==> config.mk <==
export PLATFORM = sky130hd
export DESIGN_NAME = vr_word_packer
export DESIGN_NICKNAME = d
export VERILOG_FILES = /design/src/rtl/fifo_stream_pkg.sv /design/src/rtl/vr_word_packer.sv
export SDC_FILE = /design/constraint.sdc
export NUM_CORES = 1
export LEC_CHECK = 0
export ABC_AREA = 1
export ABC_CLOCK_PERIOD_IN_PS = 1800
export BUFFER_PORTS_ARGS = -buffer_cell sky130_fd_sc_hd__buf_2
export CORE_MARGIN = 10
export CORE_UTILIZATION = 37
export DETAILED_ROUTE_END_ITERATION = 7
export HOLD_SLACK_MARGIN = 0.12
export PLACE_DENSITY_LB_ADDON = 0.12
export SLEW_MARGIN = 10
export SYNTH_ARGS = -nofsm -noshare
export SYNTH_HDL_FRONTEND = slang
export SYNTH_SLANG_ARGS = --single-unit
==> constraint.sdc <==
create_clock -name clk -period 1.8 [get_ports clk]
set_input_delay 0.36 -clock clk [delete_from_list [all_inputs] [get_ports clk]]
set_output_delay 0.36 -clock clk [all_outputs]
set_load 0.02 [all_outputs]
==> src/rtl/fifo_stream_pkg.sv <==
// rtl/fifo_stream_pkg.sv - shared lane/keep helpers for the valid/ready stream stages
//
// Purpose: helpers shared by the FIFO stage and the word packer.
//   cnt_width : width of a counter that must hold 0..ratio
//   lane_off  : bit offset of lane i in a packed wide beat
//   keep_mask : mask with the k lowest bits set (k <= MAX_LANES)
package fifo_stream_pkg;

    localparam int MAX_LANES = 32;

    function automatic int cnt_width(input int ratio);
        return $clog2(ratio + 1);
    endfunction

    function automatic int unsigned lane_off(input int unsigned lane, input int unsigned width);
        return lane * width;
    endfunction

    function automatic logic [MAX_LANES-1:0] keep_mask(input int unsigned k);
        if (k >= MAX_LANES) begin
            return '1;
        end
        return (MAX_LANES'(1) << k) - MAX_LANES'(1);
    endfunction

endpackage

==> src/rtl/vr_word_packer.sv <==
// rtl/vr_word_packer.sv - packs RATIO narrow valid/ready words into one wide beat
//
// Purpose: accumulates narrow words (first word in the LSB lane) and presents
// each completed or early-closed group as one wide beat with keep/last.
// Ports:
//   clk, rst          clock, asynchronous active-low reset
//   up_valid/up_ready narrow-side handshake, wr_data narrow word, up_last early close
//   down_valid/ready  wide-side handshake, rd_data packed beat
//   down_keep         contiguous lane-valid mask, down_last beat closed by up_last
//   fill_level        lanes filled in the group under accumulation
module vr_word_packer
    import fifo_stream_pkg::*;
#(
    parameter int WIDTH = 7,
    parameter int RATIO = 4,
    parameter int CNT_W = cnt_width(RATIO)
) (
    input  logic                     clk,
    input  logic                     rst,
    input  logic                     up_valid,
    output logic                     up_ready,
    input  logic [WIDTH-1:0]         wr_data,
    input  logic                     up_last,
    output logic                     down_valid,
    input  logic                     down_ready,
    output logic [WIDTH*RATIO-1:0]   rd_data,
    output logic [RATIO-1:0]         down_keep,
    output logic                     down_last,
    output logic [CNT_W-1:0]         fill_level
);

    logic [WIDTH*RATIO-1:0] acc_q, acc_d;
    logic [RATIO-1:0]       keep_q, keep_d, keep_new;
    logic [CNT_W-1:0]       fill_q, fill_d;
    logic                   valid_q, valid_d;
    logic                   last_q, last_d;

    logic                   in_fire, out_fire, close;
    logic [CNT_W-1:0]       lane_sel;

    assign up_ready = ~valid_q | down_ready;
    assign in_fire  = up_valid & up_ready;
    assign out_fire = valid_q & down_ready;

    // A word accepted while a beat is held can only arrive together with that
    // beat leaving, so it always starts a fresh group in lane 0.
    assign lane_sel = valid_q ? '0 : fill_q;
    assign close    = in_fire & ((lane_sel == CNT_W'(RATIO - 1)) | up_last);
    assign keep_new = RATIO'(keep_mask(32'(lane_sel) + 32'd1));

    // Lane write decoder: the selected lane takes the new word, every other
    // lane is cleared when the held beat leaves, otherwise it holds.
    for (genvar i = 0; i < RATIO; i++) begin : g_lane
        assign acc_d[lane_off(i, WIDTH) +: WIDTH] =
            (in_fire && (lane_sel == CNT_W'(i))) ? wr_data :
            out_fire                             ? '0      :
                                                   acc_q[lane_off(i, WIDTH) +: WIDTH];
    end

    always_comb begin
        keep_d  = keep_q;
        fill_d  = fill_q;
        valid_d = valid_q;
        last_d  = last_q;

        if (out_fire) begin
            keep_d  = '0;
            valid_d = 1'b0;
            last_d  = 1'b0;
            fill_d  = '0;
        end

        if (in_fire) begin
            keep_d = keep_new;
            if (close) begin
                valid_d = 1'b1;
                last_d  = up_last;
                fill_d  = '0;
            end else begin
                fill_d  = lane_sel + CNT_W'(1);
            end
        end
    end

    always_ff @(posedge clk or negedge rst) begin
        if (!rst) begin
            acc_q   <= '0;
            keep_q  <= '0;
            fill_q  <= '0;
            valid_q <= 1'b0;
            last_q  <= 1'b0;
        end else begin
            acc_q   <= acc_d;
            keep_q  <= keep_d;
            fill_q  <= fill_d;
            valid_q <= valid_d;
            last_q  <= last_d;
        end
    end

    assign down_valid = valid_q;
    assign rd_data    = acc_q;
    assign down_keep  = keep_q;
    assign down_last  = last_q;
    assign fill_level = fill_q;

endmodule

======== After elaboration in Yosys (flattened, before gate mapping) ========
Index checks and enable logic that the tools add are counted.
cells by class
  add/sub/neg operators ................... 3
  eq/ne operators ......................... 3
  multiplexer cells ....................... 20
  reduce and logical (&&, ||, !) cells .... 10
  shift operators ......................... 1
  multipliers ............................. 0
  bitwise logic cells ..................... 6
  magnitude comparators ................... 1
  divide/modulo/power cells ............... 0
operators by type and width
  cell                 number
  $mux 7               5
  $mux 4               4
  $mux 3               4
  $reduce_bool 2->1    5
  $mux 1               7
  $eq 3x2->1 const B   2
  $ge 4x6->1 const B   1
  $add 3x1->4 const B  1
  $logic_and 1x1->1    4
  $shl 1x4->4 const A  1
  $sub 4x2->4 const B  1
  $add 3x1->3 const B  1
  $and 1x1->1          3
  $eq 3x1->1 const B   1
  $logic_not 3->1      1
  $or 1x1->1           2
  $not 1->1            1
word-level totals
  bits in writable memories ............... 0
  register bits ........................... 37
  output and inout bits ................... 38
  bits in read-only memories .............. 0
  latch bits .............................. 0
  word-level logic and storage cells ...... 52
  input port bits ......................... 12
  memories kept ........................... 0

======== Longest topological paths before layout ========
  depth after elaboration ................. 6
  depth in mapped cells ................... 11
  gate-level depth less buffers ........... 11

======== Worst setup path before layout ========
OpenSTA, ideal clock, no wires.
  path type ............................... flip-flop to flip-flop
  from .................................... register valid_q (netlist: down_valid)
  to ...................................... register keep_q[2] (netlist: down_keep[2])
  cell stages (with the launch flop) ...... 10
  period minus slack after synthesis ...... 2.051 ns
  path buffers ............................ 0
  library setup time ...................... 0.083 ns
  data required time ...................... 1.717 ns
  setup slack ............................. -0.251 ns
  data arrival time ....................... 1.968 ns
  cells stage by stage .................... dfrtp_1 nor2_1 ha_1 ha_1 inv_1 nor2_1 nand3_1 ha_1 xor2_1 o21ai_0
on the way
  word-level cells in the longest chain between the ends .. 6
  elaborated cells on any way between the ends .. 13
  classes of those cells .................. add/sub (2); order compare (1); shift (1); mux (4); bitwise (4); reduce/logical (1)
RTL lines
  what                                       RTL line                                      source
  from (decl)                                vr_word_packer.sv:35                          logic valid_q, valid_d;
  from (signal assigned)                     vr_word_packer.sv:96                          valid_q <= valid_d;
  $mux 3                                     vr_word_packer.sv:47                          assign lane_sel = valid_q ? '0 : fill_q;
  $add 3x1->4                                vr_word_packer.sv:49                          assign keep_new = RATIO'(keep_mask(32'(lane_sel) + 32'd1));
  $ge 4x6->1 or $shl 1x4->4 (tied branches)  fifo_stream_pkg.sv:20, fifo_stream_pkg.sv:23
  $mux 1 or $sub 4x2->4 (tied branches)      fifo_stream_pkg.sv:20, fifo_stream_pkg.sv:23
  $mux 4                                     fifo_stream_pkg.sv:23                         return (MAX_LANES'(1) << k) - MAX_LANES'(1);
  $mux 4                                     vr_word_packer.sv:73                          if (in_fire) begin
  to (signal assigned)                       vr_word_packer.sv:94                          keep_q <= keep_d;
  to (decl)                                  vr_word_packer.sv:33                          logic [RATIO-1:0] keep_q, keep_d, keep_new;
Several ways; a longest one is shown, not always the timed one.
A chain may end at the register's enable or synchronous reset.

======== Worst setup path after layout ========
  from .................................... register fill_q[1] (netlist: fill_level[1])
  to ...................................... register keep_q[2] (netlist: down_keep[2])
on the way
  word-level cells in the longest chain between the ends .. 6
  elaborated cells on any way between the ends .. 8
  classes of those cells .................. add/sub (2); order compare (1); shift (1); mux (4)
RTL lines
  what                                       RTL line                                      source
  from (decl)                                vr_word_packer.sv:34                          logic [CNT_W-1:0] fill_q, fill_d;
  from (signal assigned)                     vr_word_packer.sv:95                          fill_q <= fill_d;
  $mux 3 *                                   vr_word_packer.sv:47
  $add 3x1->4 *                              vr_word_packer.sv:49
  $ge 4x6->1 or $shl 1x4->4 (tied branches)  fifo_stream_pkg.sv:20, fifo_stream_pkg.sv:23
  $mux 1 or $sub 4x2->4 (tied branches)      fifo_stream_pkg.sv:20, fifo_stream_pkg.sv:23
  $mux 4 *                                   fifo_stream_pkg.sv:23
  $mux 4 *                                   vr_word_packer.sv:73
Every way passes the cells marked *; elsewhere a longest branch is shown, timed or not.

==> metrics.yaml <==
placed_design:
  port_buffers: 49
  place_congestion: 0.7922
  dp_hpwl_microns: 3277
  dp_cells: 271
  dpl_cell_area_sq_um: 2074
  pre_cts_ws_ns: -0.007972
grt:
  grt_usage_pct: 11.60
  overflow: 0
  antenna_found_initial: 0
  grt_max_degree: 38
  grt_pass1_vias: 1425
  grt_pass1_wl_microns: 6955
sta:
  setup_viol: 0
  setup_ws_ns: 0.03633
  fin_crit_ns: 1.764
  hold_viol: 0
  period_share_pct: 97.98
  rsz0062_at_grt: "yes"
  slew_viol_final: 0
  tightest_slew_ns: 0.4697
  finClkSkew_ns: 0.008348
  max_slew_margin_pct: 68.69
  max_freq_ghz: 0.5670
  finalSetupTns_ns: 0
cells_and_area:
  final_cell_area_sq_um: 2233
  finalNonFillerCells: 281
  diodes: 0
  fill_cells: 456
  drive_above_1_share_pct: 45.37
  nets: 245
  seqCellArea_sq_um: 930.9
  multi_input_area_sq_um: 740.7
  syn_to_final_growth_pct: 26.87
die:
  die_h_microns: 88.98
  dieArea_sq_um: 7917
  die_x_microns: 88.98
  start_util_pct: 37.77
  core_sq_um: 4661
  rows: 25
  io_pins: 50
drt:
  vias: 1396
  route.detailed.drc: 0
  drt_iter0_drc: 63
  firstDrtPassIters: 6
  wl_per_cell_microns: 15.75
  wirelength_microns: 4425
  ant_nets: 0
  via_per_inst: 4.968
clock_network:
  numCtsBuffers: 5
  tritoncts: "done"
  cts.sinks: 37
  clock-root-buffer: "clkbuf_8"
  worstSkewPairLatency_ns: 0.29
  clkTransAtPathRegs_ns: 0.07
  cts_max_path_buffers: 2
  htreeDepth: 2
critical_path:
  crit_arrival_ns: 1.98
  cp_max_fo: 3
  end_kind: "flip-flop"
  cp.required_ns: 2.02
  reg2reg_slack_ns: 0.04
  critical_path_class: "reg -> reg"
  start_kind: "flip-flop"
synthesis:
  synth_area_sq_um: 1760
  avgSynthCellArea_sq_um: 10.48
  syn-instance-count: 168
  synth-seq-area-share_pct: 52.59
  syn-num-nets: 187
  synth-seq-cells: 37
  yosysUniqueCellTypes: 21
  ys_warn_count: 0
worst_hold_path:
  hold_class: "in -> reg"
power_and_ir_drop:
  power.total_w: 0.002354
  power_density_nw_per_um2: 1054
  ir_drop_mv: 0.5141
  p_leak_nw: 1.146
status:
  outcome: "completed"
run:
  drv_cap: 0
==> cells in the mapped netlist <==
cell type / instances / share of area, %
buf_4: 1 / 0.43
o22ai_1: 2 / 0.71
dfrtp_1: 37 / 53
inv_6: 1 / 0.50
nand2_1: 15 / 3.2
o21ai_0: 13 / 3.7
buf_12: 2 / 2.3
xor2_1: 1 / 0.50
o21ai_2: 8 / 4.0
nand3_1: 28 / 8.0
nor2_1: 5 / 1.1
buf_2: 1 / 0.28
ha_1: 7 / 5.0
nand3_4: 3 / 3.0
o21ai_1: 13 / 3.7
nand2_2: 1 / 0.36
inv_1: 18 / 3.8
nand2_4: 2 / 1.3
buf_6: 3 / 1.9
inv_4: 1 / 0.36
nand3_2: 6 / 3.4
==> critical path: stages (launching register included) <==
cell and delay, ns:
dfrtp_2 0.42, inv_2 0.08, nor2_4 0.05, ha_4 0.16, ha_4 0.26, inv_2 0.03, nor2_2 0.11, nand3_2 0.12
ha_4 0.18, xor2_1 0.15, o21ai_1 0.14
==> metrics by stage <==
step | hold WS [ns] | utilization [%]
detailed placement | 0.4393 | 44.51
floorplan | 0.06441 | -
finish | 0.3073 | 47.92
global route | 0.3014 | 47.92
CTS | 0.2997 | 46.79
global placement | 0.4296 | 44.51
==> power by group <==
group	total [W]	leakage [nW]	internal, W	switching (W)
Clock	0.000608	0.0512	0.000310	0.000298
Combinational	0.000710	0.611	0.000251	0.000459
Sequential	0.00104	0.484	0.000959	0.0000777
==> metal layers <==
metal  up-vias  track usage [%]  routed length [microns]
met4         0            5.058                       61
met1       679            13.17                     1869
li1        677                -                        -
met3         6            5.014                      351
met5         -                0                        0
met2        34            18.62                     2144
==> final cells by class <==
class | instances | area share, %
multi-input combinational | 104 | 33.17
sequential | 37 | 41.68
inverter | 20 | 3.697
timing repair buffer | 58 | 14.12
clock buffer | 6 | 3.697
clock inverter | 2 | 0.6162
tap | 54 | 3.025
==> kinds of logic (layout without fill, tap and decap cells) <==
group	after synthesis	in the layout	share of synthesized area [%]
AOI/OAI and AO/OA	36	36	12.08
xor gates and xnor gates	1	1	0.4976
adders and majority gates	7	7	4.975
buffers and inverters	27	86	9.595
DFF	37	37	52.59
and+or+nand+nor	60	60	20.26
==> cells in the final DEF, fill, tap and decap left out, types with 4 or more instances in the layout <==
master	n
nand2_1	15
ha_4	4
clkbuf_8	6
nand3_1	27
buf_4	8
inv_1	15
dfrtp_2	4
o21ai_2	8
o21ai_1	14
buf_2	49
dfrtp_1	33
o21ai_0	12
nand3_2	7
==> registers in the layout, indices dropped and copies added, names as in the netlist <==
register,count
down_valid,1
fill_level,3
rd_data,28
down_keep,4
down_last,1
==> repair_timing <==
action / 4_1_cts / 5_1_grt
setup buffers: 0 / 1
endpoints found under the hold margin: 2 / 0
gates resized for setup: 1 / 8
hold buffers: 1 / 0
pin swaps: 0 / 7
setup endpoints to repair: 1 / 2
==> final timing paths <==
| path | from | endpoint | depth (start not counted) |
|---|---|---|---|
| min in group asynchronous | rst | down_keep[3] | 3 |
| max in group asynchronous | rst | fill_level[0] | 3 |
| max | fill_level[1] | down_keep[2] | 10 |
| min | up_last | down_last | 3 |
| min reg2reg | down_keep[0] | down_keep[0] | 2 |
| max reg2reg | fill_level[1] | down_keep[2] | 10 |
Power figures use the tool's default switching activity.
